==> config.mk <==
export PLATFORM = sky130hd
export DESIGN_NAME = nn_param_loader
export DESIGN_NICKNAME = d
export VERILOG_FILES = /design/src/rtl/nn_loader_pkg.sv /design/src/rtl/nn_param_loader.sv
export SDC_FILE = /design/constraint.sdc
export NUM_CORES = 1
export LEC_CHECK = 0
export ABC_CLOCK_PERIOD_IN_PS = 8200
export BUFFER_PORTS_ARGS = -buffer_cell sky130_fd_sc_hd__buf_2
export CORE_MARGIN = 2
export CORE_UTILIZATION = 50
export DETAILED_ROUTE_END_ITERATION = 12
export PLACE_DENSITY = 0.85
export SLEW_MARGIN = 20
export SYNTH_ARGS = -nofsm -noshare
export SYNTH_HDL_FRONTEND = slang
export SYNTH_SLANG_ARGS = --single-unit
==> constraint.sdc <==
create_clock -name clk -period 8.2 [get_ports clk]
set_clock_uncertainty 0.2 [all_clocks]
set_input_delay 0.82 -clock clk [delete_from_list [all_inputs] [get_ports clk]]
set_output_delay 0.82 -clock clk [all_outputs]
set_load 0.02 [all_outputs]
==> src/rtl/nn_loader_pkg.sv <==
// Shared types and header decoding for the neuron parameter loader.
// Header layout: [31:28] opcode, [27:24] layer, [23:16] neuron, [15:0] count.
package nn_loader_pkg;

  typedef enum logic [3:0] {
    OP_WEIGHT = 4'h1,
    OP_BIAS   = 4'h2,
    OP_END    = 4'hF
  } opcode_e;

  typedef enum logic [1:0] {
    HDR    = 2'd0,
    WEIGHT = 2'd1,
    BIAS   = 2'd2
  } state_e;

  localparam int unsigned OP_MSB     = 32'd31;
  localparam int unsigned OP_LSB     = 32'd28;
  localparam int unsigned LAYER_MSB  = 32'd27;
  localparam int unsigned LAYER_LSB  = 32'd24;
  localparam int unsigned NEURON_MSB = 32'd23;
  localparam int unsigned NEURON_LSB = 32'd16;
  localparam int unsigned COUNT_MSB  = 32'd15;
  localparam int unsigned COUNT_LSB  = 32'd0;

  typedef struct packed {
    logic [3:0]  opcode;
    logic [3:0]  layer;
    logic [7:0]  neuron;
    logic [15:0] count;
  } hdr_t;

  function automatic hdr_t decode_hdr(input logic [31:0] word);
    hdr_t h;
    h.opcode = word[OP_MSB:OP_LSB];
    h.layer  = word[LAYER_MSB:LAYER_LSB];
    h.neuron = word[NEURON_MSB:NEURON_LSB];
    h.count  = word[COUNT_MSB:COUNT_LSB];
    return h;
  endfunction

endpackage

==> src/rtl/nn_param_loader.sv <==
// Transmit side of the neuron weight/bias load bus: decodes a header/payload
// command stream into weight and bias strobes plus the target layer/neuron.
module nn_param_loader
  import nn_loader_pkg::*;
#(
  parameter int dataWidth   = 32'd16,
  parameter int layerWidth  = 32'd4,
  parameter int neuronWidth = 32'd8,
  parameter int cntWidth    = 32'd16
) (
  input  logic        clk,
  input  logic        rst,
  input  logic [31:0] s_data,
  input  logic        s_valid,
  output logic        s_ready,
  output logic [31:0] mWeight,
  output logic        mWeightValid,
  output logic [31:0] mBias,
  output logic        mBiasValid,
  output logic [31:0] config_layer_num,
  output logic [31:0] config_neuron_num,
  output logic        config_done,
  output logic        busy,
  output logic        err
);

  localparam logic [cntWidth-1:0] CNT_ONE = {{(cntWidth-1){1'b0}}, 1'b1};

  state_e                 state_r;
  state_e                 state_n_s;
  logic [cntWidth-1:0]    cnt_r;
  logic [cntWidth-1:0]    cnt_n_s;
  logic [dataWidth-1:0]   weight_r;
  logic [dataWidth-1:0]   bias_r;
  logic                   weight_valid_r;
  logic                   bias_valid_r;
  logic [layerWidth-1:0]  cfg_layer_r;
  logic [neuronWidth-1:0] cfg_neuron_r;
  logic                   done_r;
  logic                   busy_r;
  logic                   err_r;

  hdr_t hdr_s;
  logic accept_s;
  logic cfg_load_s;
  logic weight_stb_s;
  logic bias_stb_s;
  logic done_stb_s;
  logic err_set_s;

  // Header fields are decoded on every word; only used while in HDR.
  assign hdr_s    = decode_hdr(s_data);
  assign s_ready  = ~rst;
  assign accept_s = s_valid & ~rst;

  // Next-state, counter and strobe decision for the current accepted word.
  always_comb begin
    state_n_s    = state_r;
    cnt_n_s      = cnt_r;
    cfg_load_s   = 1'b0;
    weight_stb_s = 1'b0;
    bias_stb_s   = 1'b0;
    done_stb_s   = 1'b0;
    err_set_s    = 1'b0;
    case (state_r)
      HDR: begin
        if (accept_s) begin
          case (hdr_s.opcode)
            OP_WEIGHT: begin
              if (hdr_s.count != 16'd0) begin
                state_n_s  = WEIGHT;
                cnt_n_s    = hdr_s.count[cntWidth-1:0] - CNT_ONE;
                cfg_load_s = 1'b1;
              end else begin
                err_set_s = 1'b1;
              end
            end
            OP_BIAS: begin
              state_n_s  = BIAS;
              cfg_load_s = 1'b1;
            end
            OP_END:  done_stb_s = 1'b1;
            default: err_set_s  = 1'b1;
          endcase
        end else begin
          state_n_s = HDR;
        end
      end
      WEIGHT: begin
        if (accept_s) begin
          weight_stb_s = 1'b1;
          // Counter holds at zero on the final word instead of wrapping.
          if (cnt_r == '0) begin
            state_n_s = HDR;
          end else begin
            cnt_n_s = cnt_r - CNT_ONE;
          end
        end else begin
          state_n_s = WEIGHT;
        end
      end
      BIAS: begin
        if (accept_s) begin
          bias_stb_s = 1'b1;
          state_n_s  = HDR;
        end else begin
          state_n_s = BIAS;
        end
      end
      default: begin
        state_n_s = HDR;
        cnt_n_s   = '0;
      end
    endcase
  end

  // State, counter and registered outputs; reset aborts any burst in flight.
  always_ff @(posedge clk) begin
    if (rst) begin
      state_r        <= HDR;
      cnt_r          <= '0;
      weight_r       <= '0;
      bias_r         <= '0;
      weight_valid_r <= 1'b0;
      bias_valid_r   <= 1'b0;
      cfg_layer_r    <= '0;
      cfg_neuron_r   <= '0;
      done_r         <= 1'b0;
      busy_r         <= 1'b0;
      err_r          <= 1'b0;
    end else begin
      state_r        <= state_n_s;
      cnt_r          <= cnt_n_s;
      weight_valid_r <= weight_stb_s;
      bias_valid_r   <= bias_stb_s;
      done_r         <= done_stb_s;
      busy_r         <= (state_n_s == WEIGHT) || (state_n_s == BIAS);
      err_r          <= err_r | err_set_s;
      if (weight_stb_s) weight_r <= s_data[dataWidth-1:0];
      if (bias_stb_s)   bias_r   <= s_data[dataWidth-1:0];
      if (cfg_load_s) begin
        cfg_layer_r  <= hdr_s.layer[layerWidth-1:0];
        cfg_neuron_r <= hdr_s.neuron[neuronWidth-1:0];
      end
    end
  end

  assign mWeight           = {{(32-dataWidth){1'b0}}, weight_r};
  assign mBias             = {{(32-dataWidth){1'b0}}, bias_r};
  assign mWeightValid      = weight_valid_r;
  assign mBiasValid        = bias_valid_r;
  assign config_layer_num  = {{(32-layerWidth){1'b0}}, cfg_layer_r};
  assign config_neuron_num = {{(32-neuronWidth){1'b0}}, cfg_neuron_r};
  assign config_done       = done_r;
  assign busy              = busy_r;
  assign err               = err_r;

endmodule

==> key figures, run 1 <==
Status
  – Status: completed

Drt
  – Iter 0 DRT Violations: between 200 and 250
  – Avg WL per Cell: approximately 13 microns
  – Routed vias/inst: slightly below 5
  – Final WL: approximately 8.5 mm
  – TritonRoute pass-1 iters: 6
  – Routed via count: approximately 3100
  – ANT nets after route: 0
  – DRC: 0

CTS
  – Clk root buf: clkbuf_8
  – Post-CTS setup buffers: 0
  – Max H-tree Level: 3
  – Resized cells post-CTS: 0
  – Sink Count: 67
  – CTS Hold Bufs: 0
  – CTS Buf Count: 9
  – CTS Buffer Depth: 2
  – Worst-skew pair later-pin latency: 0.33 ns
  – CTS tree: built
  – Clk slew on worst S/H paths: roughly 0.080 ns

Cells and area
  – # diodes: 0
  – Layout Cells excl Fill: about 640
  – FF+latch area: around 1300 sq um
  – Area Growth Syn to Fin: 10.5%
  – Layout Nets: 571
  – Multi-input logic area: slightly below 2000 sq um
  – Fill count: between 600 and 700
  – Fraction of layout cells with a size suffix above 1: between 20% and 30%
  – Final instance area: between 4000 and 5000 sq um

Placement
  – Gpl congestion: between 0.9 and 1
  – Placement Cell Area: 3850 sq um
  – Placed cells: a little over 600
  – I/O Buffers: 84
  – Dpl hpwl: approximately 6.2 mm

Global route
  – First-pass GRT wire length: 13.8 mm
  – Largest net degree at the start of global routing: 36
  – Vias in the first global route: 2867
  – GRT Overall Usage: roughly 21%
  – Initial antenna violation count: 0
  – Gr ovfl total: 0

Worst setup path
  – Kind of start point of the critical path: input port
  – Maximum fanout along the worst path: 16
  – Setup CP Type: in -> reg
  – R2R cell count: 9
  – FF-to-FF setup slack: 5.18 ns
  – Reg2reg start: state_r[1]
  – Arr. time, crit path: about 3.3 ns
  – Worst Setup End Kind: flop
  – Reg2Reg Capture Point: cnt_r[10]
  – Req. time, crit path: about 8.3 ns

Floorplan
  – Cell Rows: 31
  – Initial core utilization: 51.2%
  – Die width: ~90 microns
  – Die Y: 90.0 microns
  – Top Ports: 169
  – CORE AREA: just over 7000 sq um
  – Die area: ~8100 sq um

Logic synthesis
  – Mapped cell area: 3690 sq um
  – Mapped Cells: about 460
  – Yosys reg bits: 67
  – Register area share after synthesis: 36.3%
  – Asr flop ratio synth: 0%
  – Top cells by count, synth: 86 x buf_4, 77 x nand2_1, 67 x dfxtp_1, 50 x o21ai_0, 42 x nor2_1
  – Top cells by area, synth: dfxtp_1 36%, buf_4 17%, nand2_1 7.8%
  – Most common cell in the netlist: buf_4
  – Top FF cell, synth: dfxtp_1
  – Ys Warns: 0
  – Yosys cell types: 50
  – Post-synth EDFFs: 0
  – Synth top area share: between 30% and 40%
  – Avg Inst Size Synth: ~8.0 sq um
  – Yosys top cell by area: dfxtp_1

Flow run
  – # Max-Cap Violations: 0

Pwr
  – Pwr dens: approximately 180 nW/um^2
  – Leakage Power: approximately 0.0020 uW
  – Max VDD drop: ~130 uV
  – Power after layout: 732 uW

Min path
  – Hold_sp: weight_r[3]
  – Worst Hold Path Cells: 2
  – Hold Crit Class: reg -> reg
  – Worst hold endpoint: weight_r[3]

STA
  – Fmax: around 310 MHz
  – Worst slew margin: 30.1%
  – Final TNS setup: 0 ns
  – Unrepaired setup endpoints after global routing: no
  – Setup Viol. Count Final: 0
  – Hold Vio Cnt, Final: 0
  – Final Cycle Share: 39.3%
  – Pin slew with the least headroom to its limit: 1.04 ns
  – Max-slew violation count: 0
  – Post-layout min period: 3.22 ns
-- cell usage in the layout, fill, tap and decap left out, types with 3 or more instances in the layout --
master	netlist	final
buf_2	2	84
inv_1	4	4
nor3_1	9	9
a22oi_1	4	4
nand3_1	3	3
o31ai_1	4	4
nand2b_1	3	3
clkbuf_8	0	11
xnor2_1	6	6
nand2_1	77	77
o211ai_1	3	3
nor4b_1	3	3
o21ai_0	50	50
mux2i_1	25	25
nor2_1	42	41
conb_1	1	84
dfxtp_1	67	67
xor2_1	8	8
nor4_1	8	8
-- flip-flops by register name, indices dropped and copies added (netlist names), 2 cells and up --
name / count
bias_r: 16
cfg_layer_r: 4
cfg_neuron_r: 8
cnt_r: 16
state_r: 2
weight_r: 16
-- power breakdown --
part,switching [uW],internal [uW]
Combinational,71.1,21.8
Sequential,3.01,329
Clock,120,188
Total,194,538
-- cell families (layout without fill, tap and decap cells) --
family / after synthesis / count (layout) / synth area share (%)
other: 1 / 84 / 0.102
AOI/OAI and AO/OA: 76 / 76 / 12.1
muxes: 26 / 26 / 7.18
buffers and inverters: 108 / 106 / 20.0
xor gates and xnor gates: 14 / 14 / 3.32
and+or+nand+nor: 166 / 166 / 20.7
adders and majority gates: 1 / 1 / 0.339
DFF: 67 / 67 / 36.3
-- metal layers --
| layer | GRT usage (%) | wire, microns | vias up | share of wire, % |
|---|---|---|---|---|
| met5 | 0 | 0 | - | 0 |
| met4 | 6.92 | 140 | 0 | 1.6 |
| met3 | 4.61 | 664 | 13 | 7.8 |
| met2 | 36.4 | 4240 | 146 | 50 |
| met1 | 25.2 | 3500 | 1452 | 41 |
| li1 | - | - | 1532 | - |
-- cell type report --
cell class                 instances  share of cell area (%)
clock inverter                     4                    1.78
sequential                        67                    32.9
multi-input combinational        367                    47.5
inverter                           4                   0.368
tap                               99                    3.03
timing repair buffer              86                    10.7
clock buffer                      12                    3.80
-- critical path: stages --
cell and delay [ns]:
buf_2 0.13, or4_1 0.61, nand4b_1 0.23, and3_1 0.24
nor2_1 0.82, o21ai_0 0.26, o211ai_1 0.15
-- through the flow --
step | hold slack, ns | utilization (%) | setup WS (ns)
after global routing | 0.274 | 56.6 | 4.84
after CTS | 0.259 | 56.5 | 5.03
after detailed placement | 0.249 | 53.3 | 4.70
after global placement | 0.243 | 53.3 | 4.88
final | 0.254 | 56.6 | 4.98
after floorplan | 0.244 | - | 5.46
-- how the worst max path moves through the flow --
stage          depth (start not counted)              to  startpoint  slack, ns
2_1_floorplan                          7  cfg_layer_r[0]   s_data[7]       5.46
3_3_place_gp                           7       cnt_r[13]   s_data[7]       4.88
3_5_place_dp                           7       cnt_r[10]   s_data[7]       4.70
4_1_cts                                7       cnt_r[10]   s_data[7]       5.03
5_1_grt                                7       cnt_r[13]   s_data[7]       4.84
6_report                               7       cnt_r[10]   s_data[7]       4.98
No activity file was read; power rests on OpenSTA's default activity.
==> inputs of run 2 (changes only) <==
--- a/config.mk
+++ b/config.mk
@@ -5,12 +5,12 @@
 export SDC_FILE = /design/constraint.sdc
 export NUM_CORES = 1
 export LEC_CHECK = 0
-export ABC_CLOCK_PERIOD_IN_PS = 8200
+export ABC_CLOCK_PERIOD_IN_PS = 3250
 export BUFFER_PORTS_ARGS = -buffer_cell sky130_fd_sc_hd__buf_2
 export CORE_MARGIN = 2
-export CORE_UTILIZATION = 50
+export CORE_UTILIZATION = 47
 export DETAILED_ROUTE_END_ITERATION = 12
-export PLACE_DENSITY = 0.85
+export PLACE_DENSITY = 0.8
 export SLEW_MARGIN = 20
 export SYNTH_ARGS = -nofsm -noshare
 export SYNTH_HDL_FRONTEND = slang
==> constraint.sdc (replaced) <==
create_clock -name clk -period 3.25 [get_ports clk]
set_clock_uncertainty 0.2 [all_clocks]
set_input_delay 0.325 -clock clk [delete_from_list [all_inputs] [get_ports clk]]
set_output_delay 0.325 -clock clk [all_outputs]
set_load 0.02 [all_outputs]
==> run 2 against run 1 <==
Effect of this change:
- clock power rose to 2.5 times the previous value
- final cell count rose by 1.6%
- clock-buffer cell count shrank 2
- sequential cell count did not move
- hold slack worse by 0.24 ns
- first-iteration DRC count shrank 23%
- routed wire length up 0.23%
- critical path type is now reg -> reg
- largest cell class unchanged
- largest power group unchanged
==> key figures, run 2 (synthesized netlist as in run 1, its figures left out) <==
Worst setup path
  – Req. time, crit path: around 3.3 ns
  – Slowest cell on crit path: dfxtp_1
  – Crit-path cells: nand2b_1, buf_4, mux2i_1, ha_1, nor2b_1, nor3b_1, xnor2_1, o211ai_1
  – Reg2Reg Capture Point: cnt_r[10]
  – R2R cell count: 8
  – Reg2reg start: state_r[1]
  – Slowest stage delay, CP: between 0.4 and 0.5 ns
  – Kind of start point of the critical path: flop
  – Arr. time, crit path: 2.76 ns
  – FF-to-FF setup slack: between 0.5 and 0.6 ns
  – Worst Setup End Kind: flop
  – Maximum fanout along the worst path: 23
  – Setup CP Type: reg -> reg

Pwr
  – Leakage Power: around 0.0020 uW
  – Pwr dens: roughly 450 nW/um^2
  – Max VDD drop: 291 uV

CTS
  – CTS tree: built
  – CTS Buf Count: 9
  – Clk root buf: clkbuf_8
  – Max H-tree Level: 3
  – CTS Buffer Depth: 2
  – Resized cells post-CTS: 0
  – Clk slew on worst S/H paths: roughly 0.080 ns
  – Post-CTS setup buffers: 0
  – Sink Count: 67
  – CTS Hold Bufs: 0
  – Worst-skew pair later-pin latency: between 0.3 and 0.4 ns

Cells and area
  – Layout Cells excl Fill: about 650
  – Area Growth Syn to Fin: 11.8%
  – Fin util: around 54%
  – Fraction of layout cells with a size suffix above 1: between 20% and 30%
  – Largest regs: bias_r: 16 flops, cnt_r: 16 flops, weight_r: 16 flops
  – Fill count: between 700 and 800
  – Multi-input logic area: around 1900 sq um
  – # diodes: 0
  – Commonest cells after routing, fill and taps aside: 84 x conb_1, 84 x buf_2, 77 x nand2_1
  – FF+latch area: 1340 sq um
  – Layout Nets: between 500 and 600

Global route
  – Initial antenna violation count: 0
  – Largest net degree at the start of global routing: 36
  – First-pass GRT wire length: between 10 and 15 mm
  – GRT Overall Usage: between 20 and 25%
  – Vias in the first global route: 2956
  – Gr ovfl total: 0

STA
  – Worst slew margin: 44.9%
  – Pin slew with the least headroom to its limit: about 0.8 ns
  – Final Hold Slack: 0.0149 ns
  – Final Cycle Share: a little over four fifths
  – Post-layout min period: around 2.7 ns
  – Unrepaired setup endpoints after global routing: no
  – Max-slew violation count: 0
  – Setup Viol. Count Final: 0
  – Fmax: roughly 370 MHz
  – Hold Vio Cnt, Final: 0
  – Final TNS setup: 0 ns

Min path
  – Worst Hold Path Cells: 3
  – Worst hold endpoint: cfg_layer_r[2]
  – Hold Crit Class: in -> reg
  – Hold_sp: s_data[26]

Drt
  – Iter 0 DRT Violations: 163
  – Routed vias/inst: around 4.9
  – TritonRoute pass-1 iters: 6
  – Routed via count: 3203
  – ANT nets after route: 0
  – Avg WL per Cell: between 10 and 15 microns
  – DRC: 0
  – Final WL: 8.56 mm

Flow run
  – # Max-Cap Violations: 0

Floorplan
  – Die width: 92.7 microns
  – Initial core utilization: 48.0%
  – CORE AREA: 7690 sq um
  – Top Ports: 169
  – Die Y: 92.7 microns
  – Cell Rows: 32
  – Die area: around 8600 sq um

Placement
  – Dpl hpwl: about 6.2 mm
  – Gpl congestion: around 0.93
  – I/O Buffers: 84
  – Placed cells: between 600 and 700

Status
  – Status: completed
run 2: changes by cell type in the layout (fill, tap and decap cells not counted), sizes merged:
cell | previous run | this run
buf | 86 | 93
clkbuf | 12 | 10
clkinv | 1 | 3
clkinvlp | 1 | 0
inv | 4 | 5
run 2: worst max path at each step:
stage / from / end / cells after the start
floorplan: state_r[1] / cnt_r[10] / 10
global placement: state_r[1] / cnt_r[10] / 8
detailed placement: state_r[1] / cnt_r[10] / 8
CTS: state_r[1] / cnt_r[10] / 8
global route: state_r[1] / cnt_r[10] / 8
finish: state_r[1] / cnt_r[10] / 8
run 2: through the flow:
stage               setup WS (ns)  total power [uW]  cell area (sq um)
detailed placement          0.569              1090               3910
CTS                         0.556              1870               4130
global placement            0.686              1090               3910
finish                      0.522              1860               4130
floorplan                   0.553              1100               4010
global route                0.349              1940               4130
run 2: layer usage:
layer,part of all wire [%],vias up,wire (microns),GRT usage (%)
li1,-,1542,-,-
met1,40,1464,3390,23.1
met2,49,179,4190,34.3
met3,9.5,18,815,6.43
met4,1.9,0,165,8.82
met5,0,-,0,0
run 2: report_power, final:
| part | total, uW | leakage (uW) | internal, uW | switching, uW |
|---|---|---|---|---|
| combinational | 238 | 0.00137 | 58.0 | 180 |
| sequential | 838 | 0.000541 | 830 | 7.43 |
| clock | 781 | 0.000117 | 454 | 327 |
| total | 1860 | 0.00202 | 1340 | 515 |
run 2: layout make-up:
class / instances / area share (%)
Sequential cell: 67 / 32.5
Multi-Input combinational cell: 367 / 46.8
Inverter: 4 / 0.364
Tap cell: 102 / 3.09
Clock buffer: 10 / 3.33
Timing Repair Buffer: 93 / 11.8
Clock inverter: 6 / 2.12
run 2: critical path: cells and delay by family, from the launching register on:
family / cells / cell delay, ns
flops: 1 / 0.45
buf+inv: 1 / 0.31
simple gates: 3 / 0.89
mux: 1 / 0.23
compound gates: 1 / 0.09
xor+xnor: 1 / 0.15
fa+ha+maj: 1 / 0.29
==> inputs of run 3 (changes only) <==
--- a/config.mk
+++ b/config.mk
@@ -5,7 +5,7 @@
 export SDC_FILE = /design/constraint.sdc
 export NUM_CORES = 1
 export LEC_CHECK = 0
-export ABC_CLOCK_PERIOD_IN_PS = 3250
+export ABC_CLOCK_PERIOD_IN_PS = 2700
 export BUFFER_PORTS_ARGS = -buffer_cell sky130_fd_sc_hd__buf_2
 export CORE_MARGIN = 2
 export CORE_UTILIZATION = 47
==> constraint.sdc (replaced) <==
create_clock -name clk -period 2.7 [get_ports clk]
set_clock_uncertainty 0.2 [all_clocks]
set_input_delay 0.27 -clock clk [delete_from_list [all_inputs] [get_ports clk]]
set_output_delay 0.27 -clock clk [all_outputs]
set_load 0.02 [all_outputs]
==> run 3 against run 2 <==
Effect of this change:
- combinational power rose by 31%
- sequential cell count did not move
- clock power rose by 20%
- global-route usage rose by 0.61 points
- die area did not move
- utilization rose by 2.7 points
- routed wire length rose by 5.2%
- largest cell class unchanged
==> key figures, run 3 (synthesized netlist as in run 1, its figures left out) <==
Floorplan
  – CORE AREA: a little under 8000 sq um
  – Top Ports: about 170
  – Initial core utilization: 48.0%
  – Die Y: around 90 microns
  – Cell Rows: 32
  – Die width: about 93 microns
  – Die area: between 8000 and 9000 sq um

Drt
  – ANT nets after route: 0
  – TritonRoute pass-1 iters: 4
  – Avg WL per Cell: roughly 13 microns
  – Routed via count: approximately 3200
  – DRC: 0
  – Iter 0 DRT Violations: between 150 and 200
  – Final WL: around 9 mm
  – Routed vias/inst: roughly 4.8

Min path
  – Worst hold endpoint: bias_r[0]
  – Hold Crit Class: in -> reg
  – Hold_sp: s_data[0]
  – Worst Hold Path Cells: 3

Cells and area
  – Fraction of layout cells with a size suffix above 1: 21.9%
  – Layout Cells excl Fill: 669
  – Area Growth Syn to Fin: 17.4%
  – Layout Nets: 598
  – Commonest cells after routing, fill and taps aside: 84 x conb_1, 84 x buf_2, 77 x nand2_1
  – Fill count: between 700 and 800
  – Largest regs: bias_r: 16 flops, cnt_r: 16 flops, weight_r: 16 flops
  – # diodes: 0

STA
  – Final TNS setup: 0 ns
  – Final Cycle Share: around 94%
  – Max-slew violation count: 0
  – Hold Vio Cnt, Final: 0
  – Unrepaired setup endpoints after global routing: no
  – Setup Viol. Count Final: 0
  – Pin slew with the least headroom to its limit: 0.669 ns
  – Worst slew margin: a little under three fifths
  – Fmax: 392 MHz
  – Post-layout min period: 2.55 ns

CTS
  – Clk slew on worst S/H paths: roughly 0.08 ns
  – Sink Count: 67
  – CTS Buf Count: 9
  – CTS tree: built
  – Clk root buf: clkbuf_8
  – Worst-skew pair later-pin latency: between 0.3 and 0.4 ns
  – Post-CTS setup buffers: 0
  – CTS Buffer Depth: 2
  – Max H-tree Level: 3

Worst setup path
  – Arr. time, crit path: ~2.6 ns
  – Reg2reg start: state_r[1]
  – Maximum fanout along the worst path: 12
  – Kind of start point of the critical path: input port
  – Setup CP Type: in -> reg
  – FF-to-FF setup slack: ~0.27 ns
  – Reg2Reg Capture Point: cnt_r[6]
  – Worst Setup End Kind: flop
  – R2R cell count: 9
  – Req. time, crit path: about 2.7 ns

Global route
  – Gr ovfl total: 0
  – Vias in the first global route: between 2000 and 3000
  – Largest net degree at the start of global routing: 34
  – Met3 usage: ~4.8%
  – Met1 usage: between 20% and 30%
  – Initial antenna violation count: 0
  – First-pass GRT wire length: 14.2 mm
  – Busiest grt layer: met2
  – Met2 Usage GRT: between 30% and 40%
  – GRT Overall Usage: 20.7%

Placement
  – Dpl hpwl: around 6.4 mm
  – Gpl congestion: slightly below 0.9
  – I/O Buffers: 84
  – Placed cells: ~640

Flow run
  – # Max-Cap Violations: 0

Pwr
  – Pwr dens: approximately 520 nW/um^2
  – Leakage Power: around 0.0021 uW
  – Max VDD drop: around 370 uV

Status
  – Status: completed
-- run 3: cell types whose count changed in the layout (fill, tap and decap cells not counted), sizes merged --
cell and change:
buf +5, clkbuf -1, clkinv +1, dlygate4sd3 +15
-- run 3: report_power, final --
part           total (uW)  internal (uW)  switching (uW)
logic                 311           88.2             223
clock network         938            526             412
registers            1010            999            8.42
total                2260           1610             643
-- run 3: worst max-delay path: stages --
cell and delay, ns:
dlygate4sd3_1 0.54, buf_2 0.16, or4_1 0.49, nand4b_1 0.26
and2_1 0.22, o21ai_2 0.13, buf_4 0.24, mux2i_1 0.23
nor2_1 0.05
-- run 3: worst max path at each step --
stage	start	end	slack, ns	cells past startpoint
after floorplan	state_r[1]	cnt_r[10]	0.003	10
after global placement	s_data[7]	cfg_neuron_r[4]	0.26	8
after detailed placement	state_r[1]	cnt_r[8]	0.19	8
after CTS	state_r[1]	cnt_r[8]	0.16	8
after global routing	state_r[1]	cnt_r[6]	0.02	9
final	s_data[10]	cfg_neuron_r[6]	0.15	9
-- run 3: through the flow --
| stage | worst slack, ns | util [%] | total power (uW) | hold WS [ns] | cell area (sq um) |
|---|---|---|---|---|---|
| 6_report | 0.149 | 56.4 | 2260 | 0.0161 | 4340 |
| 5_1_grt | 0.0216 | 56.4 | 2350 | 0.00935 | 4340 |
| 4_1_cts | 0.165 | 56.3 | 2270 | 0.00339 | 4330 |
| 3_5_place_dp | 0.194 | 51.4 | 1320 | 0.249 | 3960 |
| 3_3_place_gp | 0.262 | 51.4 | 1310 | 0.243 | 3960 |
| 2_1_floorplan | 0.00259 | - | 1330 | 0.179 | 4010 |
-- run 3: layout make-up --
cell class              count  area [sq um]  share of cell area (%)
clock inverters             7           100                    2.31
clock buffers               9           124                    2.86
repair buffers            113           688                    15.9
inverters                   4          15.0                   0.346
well taps                 102           128                    2.94
flip-flops and latches     67          1340                    30.9
multi-input cells         367          1940                    44.7
-- run 3: what timing repair did --
action,in CTS,in global routing
setup endpoints to repair,0,3
endpoints found under the hold margin,17,0
gates resized for setup,0,2
hold buffers,15,0
-- run 3: routing by layer --
metal	vias to the layer above	share of wire (%)
li1	1583	-
met1	1476	40
met2	150	50
met3	15	8.0
met4	0	1.7
met5	-	0
